`config.mk`:
```
export PLATFORM = sky130hd
export DESIGN_NAME = sw_debounce
export DESIGN_NICKNAME = d
export VERILOG_FILES = /design/src/rtl/sw_pkg.sv /design/src/rtl/bit_sync.sv /design/src/rtl/sw_debounce.sv
export SDC_FILE = /design/constraint.sdc
export NUM_CORES = 1
export LEC_CHECK = 0
export ABC_AREA = 0
export CAP_MARGIN = 20
export CORE_MARGIN = 2
export CORE_UTILIZATION = 40
export DETAILED_ROUTE_END_ITERATION = 16
export HOLD_SLACK_MARGIN = 0.08
export PLACE_DENSITY_LB_ADDON = 0.12
export SKIP_LAST_GASP = 1
export SYNTH_ARGS = -nofsm -noshare
export SYNTH_HDL_FRONTEND = slang
export SYNTH_SLANG_ARGS = --single-unit
export TNS_END_PERCENT = 10
```
`constraint.sdc`:
```
create_clock -name clk -period 2.8 [get_ports clk]
set_input_delay 0.56 -clock clk [delete_from_list [all_inputs] [get_ports clk]]
set_output_delay 0.56 -clock clk [all_outputs]
set_load 0.05 [all_outputs]
```
`src/rtl/sw_pkg.sv`:
```
// Shared definitions for pad-input conditioning blocks: FSM encodings,
// a constant clog2 and the default stable time for the 100 MHz board clock.
package sw_pkg;

  typedef enum logic [1:0] {
    IDLE_LOW  = 2'd0,
    WAIT_HIGH = 2'd1,
    IDLE_HIGH = 2'd2,
    WAIT_LOW  = 2'd3
  } sw_state_e;

  // 10 ms at 100 MHz
  localparam int STABLE_CYCLES_DEFAULT = 1000000;

  function automatic int clog2(input int value);
    int r;
    r = 0;
    while ((64'd1 << r) < 64'(value)) r++;
    return r;
  endfunction

endpackage

```
`src/rtl/bit_sync.sv`:
```
// Multi-flop synchroniser for a single asynchronous pad bit; reused by other
// pad-input blocks. No logic between stages.
module bit_sync #(
  parameter int SYNC_STAGES = 2
) (
  input  logic clk,
  input  logic rst_n,
  input  logic d_i,
  output logic q_o
);

  logic [SYNC_STAGES-1:0] sync_q;

  always_ff @(posedge clk) begin
    if (!rst_n) begin
      sync_q <= '0;
    end else begin
      sync_q <= {sync_q[SYNC_STAGES-2:0], d_i};
    end
  end

  assign q_o = sync_q[SYNC_STAGES-1];

endmodule

```
`src/rtl/sw_debounce.sv`:
```
// Switch debouncer: synchronises the raw pad and accepts a new level only after
// STABLE_CYCLES identical samples; emits clean level, edge pulses and a toggle.
module sw_debounce
  import sw_pkg::*;
#(
  parameter int SYNC_STAGES   = 2,
  parameter int STABLE_CYCLES = STABLE_CYCLES_DEFAULT
) (
  input  logic clk,
  input  logic rst_n,
  input  logic sw,
  output logic sw_clean,
  output logic rise_pulse,
  output logic fall_pulse,
  output logic toggle
);

  localparam int CNT_W = clog2(STABLE_CYCLES + 1);
  localparam logic [CNT_W-1:0] CNT_ONE  = CNT_W'(1);
  localparam logic [CNT_W-1:0] CNT_LAST = CNT_W'(STABLE_CYCLES - 1);

  logic             s;
  sw_state_e        state_q;
  logic [CNT_W-1:0] cnt_q;
  logic             sw_clean_q;
  logic             rise_q;
  logic             fall_q;
  logic             toggle_q;

  bit_sync #(
    .SYNC_STAGES(SYNC_STAGES)
  ) u_sync (
    .clk  (clk),
    .rst_n(rst_n),
    .d_i  (sw),
    .q_o  (s)
  );

  // The first differing sample already counts as one, so commit happens on
  // the STABLE_CYCLES-th consecutive differing sample.
  always_ff @(posedge clk) begin
    if (!rst_n) begin
      state_q    <= IDLE_LOW;
      cnt_q      <= '0;
      sw_clean_q <= 1'b0;
      rise_q     <= 1'b0;
      fall_q     <= 1'b0;
      toggle_q   <= 1'b0;
    end else begin
      rise_q <= 1'b0;
      fall_q <= 1'b0;
      unique case (state_q)
        IDLE_LOW: begin
          if (s) begin
            state_q <= WAIT_HIGH;
            cnt_q   <= CNT_ONE;
          end else begin
            cnt_q <= '0;
          end
        end
        WAIT_HIGH: begin
          if (!s) begin
            state_q <= IDLE_LOW;
            cnt_q   <= '0;
          end else if (cnt_q == CNT_LAST) begin
            state_q    <= IDLE_HIGH;
            sw_clean_q <= 1'b1;
            rise_q     <= 1'b1;
            toggle_q   <= ~toggle_q;
            cnt_q      <= '0;
          end else begin
            cnt_q <= cnt_q + CNT_ONE;
          end
        end
        IDLE_HIGH: begin
          if (!s) begin
            state_q <= WAIT_LOW;
            cnt_q   <= CNT_ONE;
          end else begin
            cnt_q <= '0;
          end
        end
        WAIT_LOW: begin
          if (s) begin
            state_q <= IDLE_HIGH;
            cnt_q   <= '0;
          end else if (cnt_q == CNT_LAST) begin
            state_q    <= IDLE_LOW;
            sw_clean_q <= 1'b0;
            fall_q     <= 1'b1;
            cnt_q      <= '0;
          end else begin
            cnt_q <= cnt_q + CNT_ONE;
          end
        end
        default: begin
          state_q <= IDLE_LOW;
          cnt_q   <= '0;
        end
      endcase
    end
  end

  assign sw_clean   = sw_clean_q;
  assign rise_pulse = rise_q;
  assign fall_pulse = fall_q;
  assign toggle     = toggle_q;

endmodule

```
==> metrics, run 1 <==
initial antenna violation count 0; post-synth top area share a little under half; placed cell count 170; DRT Pass-1 Iters 4; CP required slightly above 3 ns; vias in the first global route slightly below 900; DR vias 919; CP dominant cell by count or4_1; last element of the critical path cnt_q[19]; Fin Setup TNS 0 ns; Worst EP arrival about 2.4 ns; post-cts resize count 0; RR Endpoint cnt_q[19]; largest area contributor in the netlist dfxtp_1; Max VDD drop 305 uV; Reg power frac between 60% and 70%; synthesis-stage register bit count 28; Static Leakage between 0.3 and 0.4 nW; main combinational cell family by area after synthesis simple AND/OR/NAND/NOR gates; number of DRC markers in iteration 0 17; Worst setup EP type flop; ant diodes 0; Syn. warnings 0; Max Root-Sink Buffers 2; Worst R2R Path Depth 4; crit path from cnt_q[3]; CTS tree done; internal power ~0.00046 W; CP Cell Sequence nand4_4, or4_1, or4_1, a21oi_1; switching pwr around 0.00013 W; WS Path Type flop to flop; Area growth, synth to finish 9.21%; Post-synth EDFFs 0; chip height between 50 and 60 um; I/O pin cnt 7; grt ovf 0; RSZ-0062 raised after global routing false; Post-Synth XOR/XNOR Area 8.89%; Synth async-reset ratio 0%; Tmin final 2.09 ns; total power roughly 0.0006 W; final setup fails 0; Tot GR Track Use roughly 15%; post-route ant nets 0; Mean Syn Cell Area 8.69 um2; root buf cell clkbuf_4; post-synthesis simple-gate area fraction between 20 and 30%; Hold Path Class flop to flop; CTS hold repair buffers 0; Slew @ Worst Pin around 0.60 ns; floorplan row count 19; worst skew pair latency roughly 0.33 ns; Placed Area around 1300 um2; post-synth cell types 30; top_reg_cell synth dfxtp_1; startpoint types flop; Clk pin slew, worst setup/hold paths around 0.14 ns; synth top area cells dfxtp_1 (47%), xnor2_1 (7.4%), nor2_1 (6.0%); run status completed; Sink Count 28; DP HPWL ~1600 um; Port Buffers 6; Cell Area, Synth between 1000 and 1500 um2; cell with the most instances after synthesis dfxtp_1; Clk pwr share between 20 and 30%; Post-synth top cells dfxtp_1 (28), nor2_1 (19), xnor2_1 (10); worst slack at placement around 0.68 ns; setup bufs post-CTS 0; Pwr Density 456 nW/um2; post-synthesis sequential area ratio a little under half; Max Freq about 480 MHz; DRC viols 0; Compound-Gate Fraction of Synth Area a little under a tenth; core area between 2000 and 3000 um2; period utilisation layout between 70% and 80%; Final Max Tran Viols 0; Via density ~5.3; WL final ~2200 um; layout cells sized above 1 under 10%; mux contribution to synthesized area less than 1%; Die W ~58 um; largest net degree at the start of global routing 20; Initial Util 42.5%; Synth Net Count between 100 and 150; Finished Layout Cells roughly 170; Logic pwr share 2.9%; MaxCap Viol Count 0; synthesized instance count 136; crit-path max cell delay 0.69 ns; Nets ~150; Final Hold Viols 0; setup slack, reg-to-reg ~0.71 ns; Switching Fraction 21.8%; Die Footprint approximately 3400 um2; first-pass GRT wire length between 3000 and 4000 um; FF-to-FF Start cnt_q[3]; skew final roughly 0.002 ns; PnR worst setup slack 0.705 ns; CTS H-tree lvls 1; CTS buffer count 3; Rel. slew slack between 60 and 70%; Finished Cell Area roughly 1300 um2; Critical-path top delay cell or4_1; crit path max fanout 8; RD Place Congestion 0.745; adder-cell share of the synthesized area between 1 and 1.5%; drt wl/cell 12.5 um
==> cell type report <==
cell class | count | area, um2
Clock buffer | 3 | 22.5
Fill cell | 292 | 1490
Inverter | 7 | 26.3
Multi-Input combinational cell | 98 | 583
Sequential cell | 28 | 561
Tap cell | 31 | 38.8
Timing Repair Buffer | 6 | 60.1
==> layer usage <==
layer | wire length, um | vias to the layer above | global-route usage, %
met2 | 1000 | 8 | 24.1
li1 | - | 485 | -
met4 | 34 | 0 | 5.98
met1 | 1050 | 421 | 18.7
met5 | 0 | - | 0
met3 | 72 | 5 | 4.84
==> stage by stage <==
step	hold WS, ns	util, %
CTS	0.464	46.4
detailed placement	0.422	45.6
floorplan	0.412	-
global route	0.483	46.4
finish	0.465	46.4
global placement	0.431	45.6
==> cell usage in the layout, fill, tap and decap left out, types with 2 or more instances in the layout <==
cell type	synthesis	layout
or4_1	4	4
inv_1	7	7
nor4_1	4	4
nor2b_1	2	2
dfxtp_1	28	28
nand2_1	8	8
clkdlybuf4s50_1	0	6
o21ai_0	9	9
nor3_1	3	3
a21oi_1	7	7
nand3_1	7	7
clkbuf_4	0	3
nor2_1	19	19
and2_1	3	3
nand4_1	3	3
xor2_1	2	2
xnor2_1	10	10
or3_1	5	5
==> worst min-delay path by stage <==
stage / start / to / slack (ns) / cells past startpoint
after floorplan: u_sync.sync_q[0] / u_sync.sync_q[1] / 0.41 / 1
after global placement: u_sync.sync_q[0] / u_sync.sync_q[1] / 0.43 / 1
after detailed placement: u_sync.sync_q[0] / u_sync.sync_q[1] / 0.42 / 1
after CTS: u_sync.sync_q[0] / u_sync.sync_q[1] / 0.46 / 1
after global routing: u_sync.sync_q[0] / u_sync.sync_q[1] / 0.48 / 1
final: u_sync.sync_q[0] / u_sync.sync_q[1] / 0.46 / 1
==> critical path: cells and delay by family, from the launching register on <==
kind	cells	cell delay, ns
AOI/OAI and AO/OA	1	0.14
and+or+nand+nor	3	1.38
DFF	1	0.50
==> flip-flops by register name (all words and copies together) (netlist names), named ones only <==
name	flops
sw_clean	1
state_q	1
fall_pulse	1
u_sync.sync_q	2
toggle	1
rise_pulse	1
cnt_q	20
==> power groups by stage <==
| stage | logic [W] | clock network (W) | registers, W |
|---|---|---|---|
| 2_1_floorplan | 0.00000517 | 0 | 0.000417 |
| 3_3_place_gp | 0.0000171 | 0 | 0.000413 |
| 3_5_place_dp | 0.0000175 | 0 | 0.000413 |
| 4_1_cts | 0.0000175 | 0.000171 | 0.000404 |
| 5_1_grt | 0.0000188 | 0.000187 | 0.000405 |
| 6_report | 0.0000172 | 0.000167 | 0.000404 |
==> cells by family after synthesis <==
| logic type | after synthesis |
|---|---|
| simple gates | 64 |
| flops | 28 |
| compound gates | 20 |
| xor+xnor | 12 |
| buf+inv | 10 |
| mux | 1 |
| fa+ha+maj | 1 |
Note: power is estimated with default switching activity, not from simulation.
==> run 2: changes to the inputs <==
- clock period: 2.8 -> 2.2 ns (I/O delays scaled with it)
==> run 2 against run 1 <==
Global-route usage grew 0.20 points. Clock-buffer cell count grew 1. Register-to-register slack lost 0.53 ns. Sequential power grew 27%. Die area is the same.
==> metrics, run 2 (synthesized netlist as in run 1, its figures left out) <==
Area growth, synth to finish 12.3%; Slew @ Worst Pin 0.600 ns (+0.00374 ns); initial antenna violation count 0 (unchanged); Max Freq 493 MHz (+3.2%); crit path max fanout 8 (unchanged); WL final 2180 um (+0.93%); last element of the critical path cnt_q[19]; CTS buffer count 3 (unchanged); largest net degree at the start of global routing 20 (unchanged); Regs by FF count cnt_q x20, u_sync.sync_q x2; ant diodes 0 (unchanged); total power 0.000786 W (+34%); commonest non-fill, non-tap cell in the layout dfxtp_1; # fillers 293 (+0.34%); vias in the first global route 944 (+5.8%); Max VDD drop 311 uV (+2.0%); Met3 Routed Length 68 um (-5.6%); worst skew pair latency 0.33 ns (about the same); Die W 58.4 um (unchanged); Initial Util 42.5% (unchanged); DRC viols 0 (unchanged); floorplan row count 19 (unchanged); Max Root-Sink Buffers 2 (unchanged); CP required 2.46 ns (-0.61 ns); run status completed; crit path from cnt_q[3]; Rel. slew slack 60.0% (-0.25 points); post-route ant nets 0 (unchanged); grt ovf 0 (unchanged); post-cts resize count 0 (unchanged); layout cells sized above 1 6.16% (+2.6 points); Pwr Density 592 nW/um2 (+30%); startpoint types flop; DR vias 940 (+2.3%); skew final 0.00466 ns (+0.00261 ns); FF-to-FF Start cnt_q[3]; Tmin final 2.03 ns (-0.0656 ns); RD Place Congestion 0.798 (+7.0%); largest reg by FF count cnt_q; Hold WS 0.470 ns (+0.00539 ns); chip height 58.4 um (unchanged); Via density 5.31 (about the same); Clk pin slew, worst setup/hold paths 0.14 ns (about the same); setup bufs post-CTS 0 (unchanged); setup slack, reg-to-reg 0.17 ns (-0.53 ns); Worst EP arrival 2.29 ns (-0.07 ns); core area 2780 um2 (unchanged); Sink Count 28 (unchanged); Die Footprint 3410 um2 (unchanged); DRT Pass-1 Iters 4 (unchanged); CP Cell Sequence nand4_4, or4_1, or4_1, a21oi_1; placed cell count 173 (+1.8%); RSZ-0062 raised after global routing false; uppermost routed layer met4; Static Leakage 0.398 nW (+5.7%); Largest register FFs 20 (unchanged); Nets 151 (+2.0%); detailed route wirelength on metal2 967 um (-3.3%); root buf cell clkbuf_4; crit-path max cell delay 0.67 ns (-0.02 ns); wire length on met1 1090 um (+3.6%); MaxCap Viol Count 0 (unchanged); CTS hold repair buffers 0 (unchanged); most frequent cells in the layout dfxtp_1 (28), nor2_1 (19), xnor2_1 (10); CTS H-tree lvls 1 (unchanged); drt wl/cell 12.3 um (-1.4%); Final Max Tran Viols 0 (unchanged); Fin Setup TNS 0 ns (unchanged); Hold Path Class flop to flop; PnR worst setup slack 0.171 ns (-0.534 ns); I/O pin cnt 7 (unchanged); Finished Layout Cells 177 (+2.3%); first-pass GRT wire length 4040 um (+2.6%); Final Hold Viols 0 (unchanged); WS Path Type flop to flop; final setup fails 0 (unchanged); Tot GR Track Use 15.2% (+0.20 points); number of DRC markers in iteration 0 30 (+13); RR Endpoint cnt_q[19]; DP HPWL 1620 um (+0.70%); Critical-path top delay cell or4_1; Port Buffers 6 (unchanged); Worst setup EP type flop; CP dominant cell by count or4_1; Worst R2R Path Depth 4 (unchanged); CTS tree done; worst slack at placement 0.212 ns (-0.472 ns); period utilisation layout 92.2% (+17 points)
## run 2: cell count changes in the layout (fill, tap and decap cells not counted)
cell	change
buf_4	+3
clkbuf_8	+1
## run 2: power by group
part           internal (W)  leakage (nW)  switching, W  total (W)
Combinational     0.0000105         0.151     0.0000126  0.0000231
Sequential         0.000512         0.226    0.00000295   0.000515
Clock              0.000101        0.0210      0.000147   0.000248
Total              0.000624         0.398      0.000162   0.000786
## run 2: worst max-delay path: cells and delay by family (launching register included)
kind,cells,cell delay (ns)
and+or+nand+nor,3,1.34
AOI/OAI and AO/OA,1,0.15
DFF,1,0.47
## run 2: metal layers
layer	global-route usage, %	vias up
met5	0	-
met4	7.64	0
met3	2.42	7
met2	24.1	10
met1	20.2	430
li1	-	493
## run 2: worst min path at each step
| stage | from | endpoint | cells after the start |
|---|---|---|---|
| 2_1_floorplan | u_sync.sync_q[0] | u_sync.sync_q[1] | 1 |
| 3_3_place_gp | u_sync.sync_q[0] | u_sync.sync_q[1] | 1 |
| 3_5_place_dp | u_sync.sync_q[0] | u_sync.sync_q[1] | 1 |
| 4_1_cts | u_sync.sync_q[0] | u_sync.sync_q[1] | 1 |
| 5_1_grt | u_sync.sync_q[0] | u_sync.sync_q[1] | 1 |
| 6_report | u_sync.sync_q[0] | u_sync.sync_q[1] | 1 |
## run 2: per-stage QoR
| step | cell area [um2] | utilization (%) |
|---|---|---|
| 5_1_grt | 1330 | 47.7 |
| 2_1_floorplan | 1180 | - |
| 6_report | 1330 | 47.7 |
| 3_5_place_dp | 1290 | 46.4 |
| 4_1_cts | 1330 | 47.7 |
| 3_3_place_gp | 1290 | 46.4 |
## run 2: cell type report
cell class                 instances  area [um2]  area share, %
sequential                        28         561           42.2
inverter                           7        26.3           1.98
tap                               31        38.8           2.92
timing repair buffer               9        82.6           6.22
multi-input combinational         98         583           43.9
clock buffer                       4        36.3           2.73
